`src/rtl/tc_wb_collect.sv`:
```
// Writeback collector: packs LANES consecutive FP-add results into one entry and queues it for the register file.
// Optional ctrl-mismatch check within an entry is enabled with TC_WB_MISMATCH_CHK_EN.
`ifndef DEPTH_WARP
`define DEPTH_WARP 4
`endif

module tc_wb_collect #(
  parameter int unsigned EXPWIDTH   = 5,
  parameter int unsigned PRECISION  = 11,
  parameter int unsigned LANES      = 4,
  parameter int unsigned FIFO_DEPTH = 2
) (
  input  logic                                      clk,
  input  logic                                      rst_n,
  input  logic                                      in_valid_i,
  output logic                                      in_ready_o,
  input  logic [EXPWIDTH+PRECISION-1:0]             in_result_i,
  input  logic [4:0]                                in_fflags_i,
  input  logic [7:0]                                in_reg_idxw_i,
  input  logic [`DEPTH_WARP-1:0]                    in_warpid_i,
  input  logic                                      flush_i,
  output logic                                      out_valid_o,
  input  logic                                      out_ready_i,
  output logic [LANES*(EXPWIDTH+PRECISION)-1:0]     out_data_o,
  output logic [4:0]                                out_fflags_o,
  output logic [7:0]                                out_reg_idxw_o,
  output logic [`DEPTH_WARP-1:0]                    out_warpid_o,
  output logic                                      out_err_o
);

  localparam int unsigned W  = EXPWIDTH + PRECISION;
  localparam int unsigned DW = LANES * W;
  localparam int unsigned WW = `DEPTH_WARP;
  localparam int unsigned CW = $clog2(LANES);
  localparam int unsigned PW = $clog2(FIFO_DEPTH);

  logic [CW-1:0]                  lane_cnt;
  logic [LANES-2:0][W-1:0]        slots;
  logic [4:0]                     acc_fflags;
  logic [7:0]                     cap_reg;
  logic [WW-1:0]                  cap_warp;

  logic [FIFO_DEPTH-1:0][DW-1:0]  mem_data;
  logic [FIFO_DEPTH-1:0][4:0]     mem_fflags;
  logic [FIFO_DEPTH-1:0][7:0]     mem_reg;
  logic [FIFO_DEPTH-1:0][WW-1:0]  mem_warp;
  logic [PW-1:0]                  wr_ptr;
  logic [PW-1:0]                  rd_ptr;
  logic [PW:0]                    count;

  logic            last_lane;
  logic            full;
  logic            accept;
  logic            push;
  logic            pop;
  logic [DW-1:0]   push_data;
  logic [4:0]      push_fflags;

  assign last_lane   = (lane_cnt == CW'(LANES - 1));
  assign full        = (count == (PW+1)'(FIFO_DEPTH));
  assign in_ready_o  = !flush_i && (!last_lane || !full || out_ready_i);
  assign accept      = in_valid_i && in_ready_o;
  assign push        = accept && last_lane;
  assign out_valid_o = (count != '0);
  assign pop         = out_valid_o && out_ready_i;
  // The last lane bypasses the slot registers straight into the FIFO.
  assign push_data   = {in_result_i, slots};
  assign push_fflags = acc_fflags | in_fflags_i;

  // Partial entry assembly
  always_ff @(posedge clk or negedge rst_n) begin
    if (!rst_n) begin
      lane_cnt   <= '0;
      slots      <= '0;
      acc_fflags <= '0;
      cap_reg    <= '0;
      cap_warp   <= '0;
    end else if (flush_i) begin
      lane_cnt   <= '0;
      acc_fflags <= '0;
    end else if (accept) begin
      lane_cnt <= last_lane ? '0 : lane_cnt + CW'(1);
      if (lane_cnt == '0) begin
        acc_fflags <= in_fflags_i;
        cap_reg    <= in_reg_idxw_i;
        cap_warp   <= in_warpid_i;
      end else begin
        acc_fflags <= push_fflags;
      end
      for (int unsigned i = 0; i < LANES - 1; i++) begin
        if (lane_cnt == CW'(i)) slots[i] <= in_result_i;
      end
    end
  end

  // Completed-entry FIFO
  always_ff @(posedge clk or negedge rst_n) begin
    if (!rst_n) begin
      mem_data   <= '0;
      mem_fflags <= '0;
      mem_reg    <= '0;
      mem_warp   <= '0;
      wr_ptr     <= '0;
      rd_ptr     <= '0;
      count      <= '0;
    end else begin
      if (push) begin
        mem_data[wr_ptr]   <= push_data;
        mem_fflags[wr_ptr] <= push_fflags;
        mem_reg[wr_ptr]    <= cap_reg;
        mem_warp[wr_ptr]   <= cap_warp;
        wr_ptr             <= wr_ptr + PW'(1);
      end
      if (pop) rd_ptr <= rd_ptr + PW'(1);
      case ({push, pop})
        2'b10:   count <= count + (PW+1)'(1);
        2'b01:   count <= count - (PW+1)'(1);
        default: count <= count;
      endcase
    end
  end

  assign out_data_o     = out_valid_o ? mem_data[rd_ptr]   : '0;
  assign out_fflags_o   = out_valid_o ? mem_fflags[rd_ptr] : '0;
  assign out_reg_idxw_o = out_valid_o ? mem_reg[rd_ptr]    : '0;
  assign out_warpid_o   = out_valid_o ? mem_warp[rd_ptr]   : '0;

`ifdef TC_WB_MISMATCH_CHK_EN
  logic                  acc_err;
  logic                  mismatch;
  logic                  push_err;
  logic [FIFO_DEPTH-1:0] mem_err;

  assign mismatch = (lane_cnt != '0) &&
                    ((in_reg_idxw_i != cap_reg) || (in_warpid_i != cap_warp));
  assign push_err = acc_err | mismatch;

  // Sticky per-entry error, restarted at lane 0
  always_ff @(posedge clk or negedge rst_n) begin
    if (!rst_n) begin
      acc_err <= 1'b0;
      mem_err <= '0;
    end else begin
      if (flush_i)     acc_err <= 1'b0;
      else if (accept) acc_err <= (lane_cnt == '0) ? 1'b0 : push_err;
      if (push) mem_err[wr_ptr] <= push_err;
    end
  end

  assign out_err_o = out_valid_o & mem_err[rd_ptr];
`else
  assign out_err_o = 1'b0;
`endif

endmodule
```
`config.mk`:
```
export PLATFORM = sky130hd
export DESIGN_NAME = tc_wb_collect
export DESIGN_NICKNAME = d
export VERILOG_FILES = /design/src/rtl/tc_wb_collect.sv
export SDC_FILE = /design/constraint.sdc
export NUM_CORES = 1
export LEC_CHECK = 0
export ABC_AREA = 1
export ABC_CLOCK_PERIOD_IN_PS = 1900
export CAP_MARGIN = 20
export CORE_MARGIN = 2
export CORE_UTILIZATION = 45
export DETAILED_ROUTE_END_ITERATION = 8
export GPL_TIMING_DRIVEN = 0
export PLACE_DENSITY = 0.72
export SLEW_MARGIN = 20
export SYNTH_ARGS = -nofsm -noshare
export SYNTH_HDL_FRONTEND = slang
export SYNTH_SLANG_ARGS = --single-unit
```
`constraint.sdc`:
```
create_clock -name clk -period 1.9 [get_ports clk]
set_clock_uncertainty 0.15 [all_clocks]
set_input_delay 0.38 -clock clk [delete_from_list [all_inputs] [get_ports clk]]
set_output_delay 0.38 -clock clk [all_outputs]
set_load 0.05 [all_outputs]
```
==> results.txt <==
The cell row count came out at 58. The area used by multi-input combinational logic came out at 6053 µm². Data on the critical path is required at its endpoint by 2.10 ns. The post-synthesis sequential area ratio is 50.65%.

The pin slew with the least headroom to its limit came out at 0.7692 ns. The signal on the critical path passes through buf_4 > buf_4 > nand2_2 > inv_2 > nand2_2 > buf_6 > nand3_4 > buf_6 > buf_12 > buf_6 > clkbuf_16 > o21ai_0. The peak clock frequency supported by timing is 0.3978 GHz.

STA classifies the critical path endpoint as a flop. The synthesized netlist occupies a cell area of 11510 µm². Pin placement for this block handled 122 I/O pins. From synthesis to final layout, the design area changed by 58.91%. The worst register-to-register path has a depth of 12. The minimum clock period is 2.514 ns. The switching part of the total is 47.01%. After synthesis, the cell types taking the most area are dfrtp_1, o21bai_1, nand2_1.

Summing internal, switching and leakage power gives 30.68 mW. STA puts the critical path data arrival time at 2.72 ns. The analysis attributes to net switching a power of 14.43 mW.

The met1 layer wirelength in the final routing came out at 16860 µm. The total wire length after detailed routing came out at 46090 µm. In the synthesized netlist the dominant register cell turns out to be dfrtp_1.

The via count of the first global-routing pass is 10840. The peak fanout along the critical path is 7. The standard cell area after detailed placement is 13670 µm². Fill cells in the final layout number 1504.

CTS built an H-tree with a depth of 1. The HPWL after detailed placement is 23350 µm. In this run the top signal layer used is met4. The netlist uses 24 different library cells. Including well taps, the total number of placed cells is 1850. The maximum ir drop on the vdd rail is 0.001242 V. The final worst setup slack is -0.6136 ns. In the final routed layout, each cell accounts on average for 23.22 µm. Across the run, the number of max-cap violations was 0.

The number of setup violations in the final report is 315. Across every metal layer, demand over resource in global routing totals 27.82%. The clock power share came out at 18.1%.

The worst min-delay path category is input pin to async pin. The number of antenna violations at the first check in global routing came to 0. The clock passes through at most 3 buffers. The share of power burned in registers came out at 24.7%. The core region is 25180 µm². The clock sink count is 233.

The fraction of the core area covered by cells at the end of the flow came out at 72.64%. The power share of the combinational group came out at 57.2%. The die extent in x is 163.9 µm. Global routing finished with a remaining overflow of 0. The net count of the mapped netlist came out at 1441. In this run the tightest slew margin relative to its limit is 48.72%.

The flow ran to the end, but the final reports show violations. Dividing the synthesized area by the synthesized cell count gives 8.234 µm². The library cells used most frequently in the layout, excluding fill and tap cells, are nand2_1, dfrtp_1, inv_1, o21bai_1, nand3_1. The die height came out at 163.9 µm. For this design the ratio of total power to cell area is 1677 nW/µm².

After detailed routing, the met3 layer carries 4467 µm of wire. The number of pins exceeding their max-slew limit in the final report came to 0. The total via count in the routed design came out at 11970.

The number of violations reported at the end of detailed-routing iteration 0 is 1038. Hold timing on the final database bottoms out at a slack of 0.2138 ns. The checks that failed: negative setup slack. Excluding fillers, the count of instances in the completed layout stands at 1985. The internal power of the cells totals 16.26 mW. The number of enable-type register cells in the synthesized netlist is 0. The top cell type's share of synthesized area came out at 50.65%.

The number of antenna repair diodes came out at 0. The warning count from the yosys run came out at 0. Timing analysis after detailed placement gives a worst setup slack of -1.549 ns. The maximum single-stage delay on the critical path came out at 0.52 ns.

Clock tree synthesis selected as its root buffer the cell clkbuf_16. Entering global routing, the biggest net connects 94 pins. The clock-pin transition on the worst setup and hold timing paths is 0.07 ns. TritonCTS built the clock tree. The static leakage is 8.266 nW. The final hold violation count came out at 0. The full die area is 26870 µm². For this run, asynchronously set or reset flops after synthesis account for 100.0%. The layout cell share with drive strength beyond 1 is 34.62%. Setup repair after global routing could not meet its margin everywhere. The post-synthesis sequential element count came out at 233. The final antenna-violating net count came out at 0.

The setup slack on the worst flop-to-flop path came out at -0.61 ns. Summed over all instances, the cell type with the most area after synthesis is dfrtp_1. The number of design rule violations left after detail routing came out at 0. The worst setup path is of the flop to flop kind. The iteration count of the initial detailed-routing pass came out at 5. The quantity of I/O buffers inserted on ports is 120. The sequential cells in the finished layout cover a total of 5832 µm². The first global-routing pass estimated 58570 µm of wire. The routability congestion estimate came out at 0.8895.

After detailed routing, the number of vias per cell comes to 6.030. The cell area after layout is 18290 µm². The number of flip-flops under the largest register name is 128. In this run the critical register-to-register path is launched from count[1]$_DFFE_PN0P_. The worst path uses 132.3% of the clock period. The most common library cell in the layout ignoring fill and taps is nand2_1. The layout net count came out at 1680.

The routed length on met2 is 21780 µm. The summed negative setup slack over all endpoints came out at -97.17 ns. The number of CTS-inserted buffers is 25.

The effective utilization at floorplan is 45.71%. On the critical path, the stage with the largest delay is an instance of o21ai_0. The startpoint type of the worst setup path is a flop. The clock reaches the later pin of the worst-skew pair after 0.54 ns. In this run the critical register-to-register path is captured at lane_cnt[0]$_DFFE_PN0P_. Counting every instance in the synthesized netlist gives 1398. By instance count, the cell type seen most on the critical path is buf_6.
[power by group through the flow]
stage / Sequential (mW) / Combinational [mW] / Clock, mW
floorplan: 7.01 / 10.3 / 0
global placement: 7.25 / 13.3 / 0
detailed placement: 7.29 / 13.5 / 0
CTS: 7.27 / 15.5 / 5.48
global route: 7.68 / 18.3 / 5.74
finish: 7.58 / 17.5 / 5.56
[cell usage after synthesis, drive strengths merged (3+ instances only)]
cell    instances
dfrtp         233
inv           172
clkbuf         52
a21oi          88
o21bai        162
or2             5
o21ai         148
nand3         171
nor2            6
xnor2           3
nand2         286
ha              5
buf            63
[cell families after synthesis]
| family | after synthesis | synth area share (%) |
|---|---|---|
| DFF | 233 | 50.65 |
| adders and majority gates | 5 | 0.5435 |
| buffers and inverters | 288 | 10.14 |
| AOI/OAI and AO/OA | 398 | 20.83 |
| other | 1 | 0.03258 |
| and+or+nand+nor | 469 | 17.50 |
| xor gates and xnor gates | 4 | 0.3044 |
[layer usage]
metal / up-vias / track usage (%)
li1: 5063 / -
met1: 5866 / 37.87
met2: 785 / 46.26
met3: 255 / 3.586
met4: 0 / 9.211
met5: - / 0
[timing repair]
action,in CTS,in global routing
hold buffers,1,0
setup buffers,25,22
setup endpoints to repair,309,312
pin swaps,24,142
endpoints found under the hold margin,53,0
gates cloned,12,40
gates resized for setup,845,416
[cell type report]
cell class | instances | area share (%)
multi-input cells | 877 | 33.09
flip-flops and latches | 233 | 31.88
repair buffers | 217 | 16.54
plain buffers | 110 | 7.668
clock buffers | 35 | 3.899
inverters | 173 | 3.557
well taps | 330 | 2.257
clock inverters | 10 | 1.108
[worst max-delay path by stage]
stage,slack [ns],to,startpoint
2_1_floorplan,-0.38,out_data_o[18],count[0]$_DFFE_PN0P_
3_3_place_gp,-9.80,mem_data[64]$_DFFE_PN0P_,rst_n
3_5_place_dp,-1.55,out_reg_idxw_o[6],rd_ptr$_DFFE_PN0P_
4_1_cts,-0.51,out_data_o[60],count[1]$_DFFE_PN0P_
5_1_grt,-0.60,out_data_o[40],count[0]$_DFFE_PN0P_
6_report,-0.61,lane_cnt[0]$_DFFE_PN0P_,count[1]$_DFFE_PN0P_
[critical path: cells and delay by family (launching register included)]
| kind | cells | cell delay, ns |
|---|---|---|
| AOI/OAI and AO/OA | 1 | 0.52 |
| buffers and inverters | 8 | 1.00 |
| DFF | 1 | 0.41 |
| and+or+nand+nor | 3 | 0.23 |
Power figures use the tool's default switching activity.
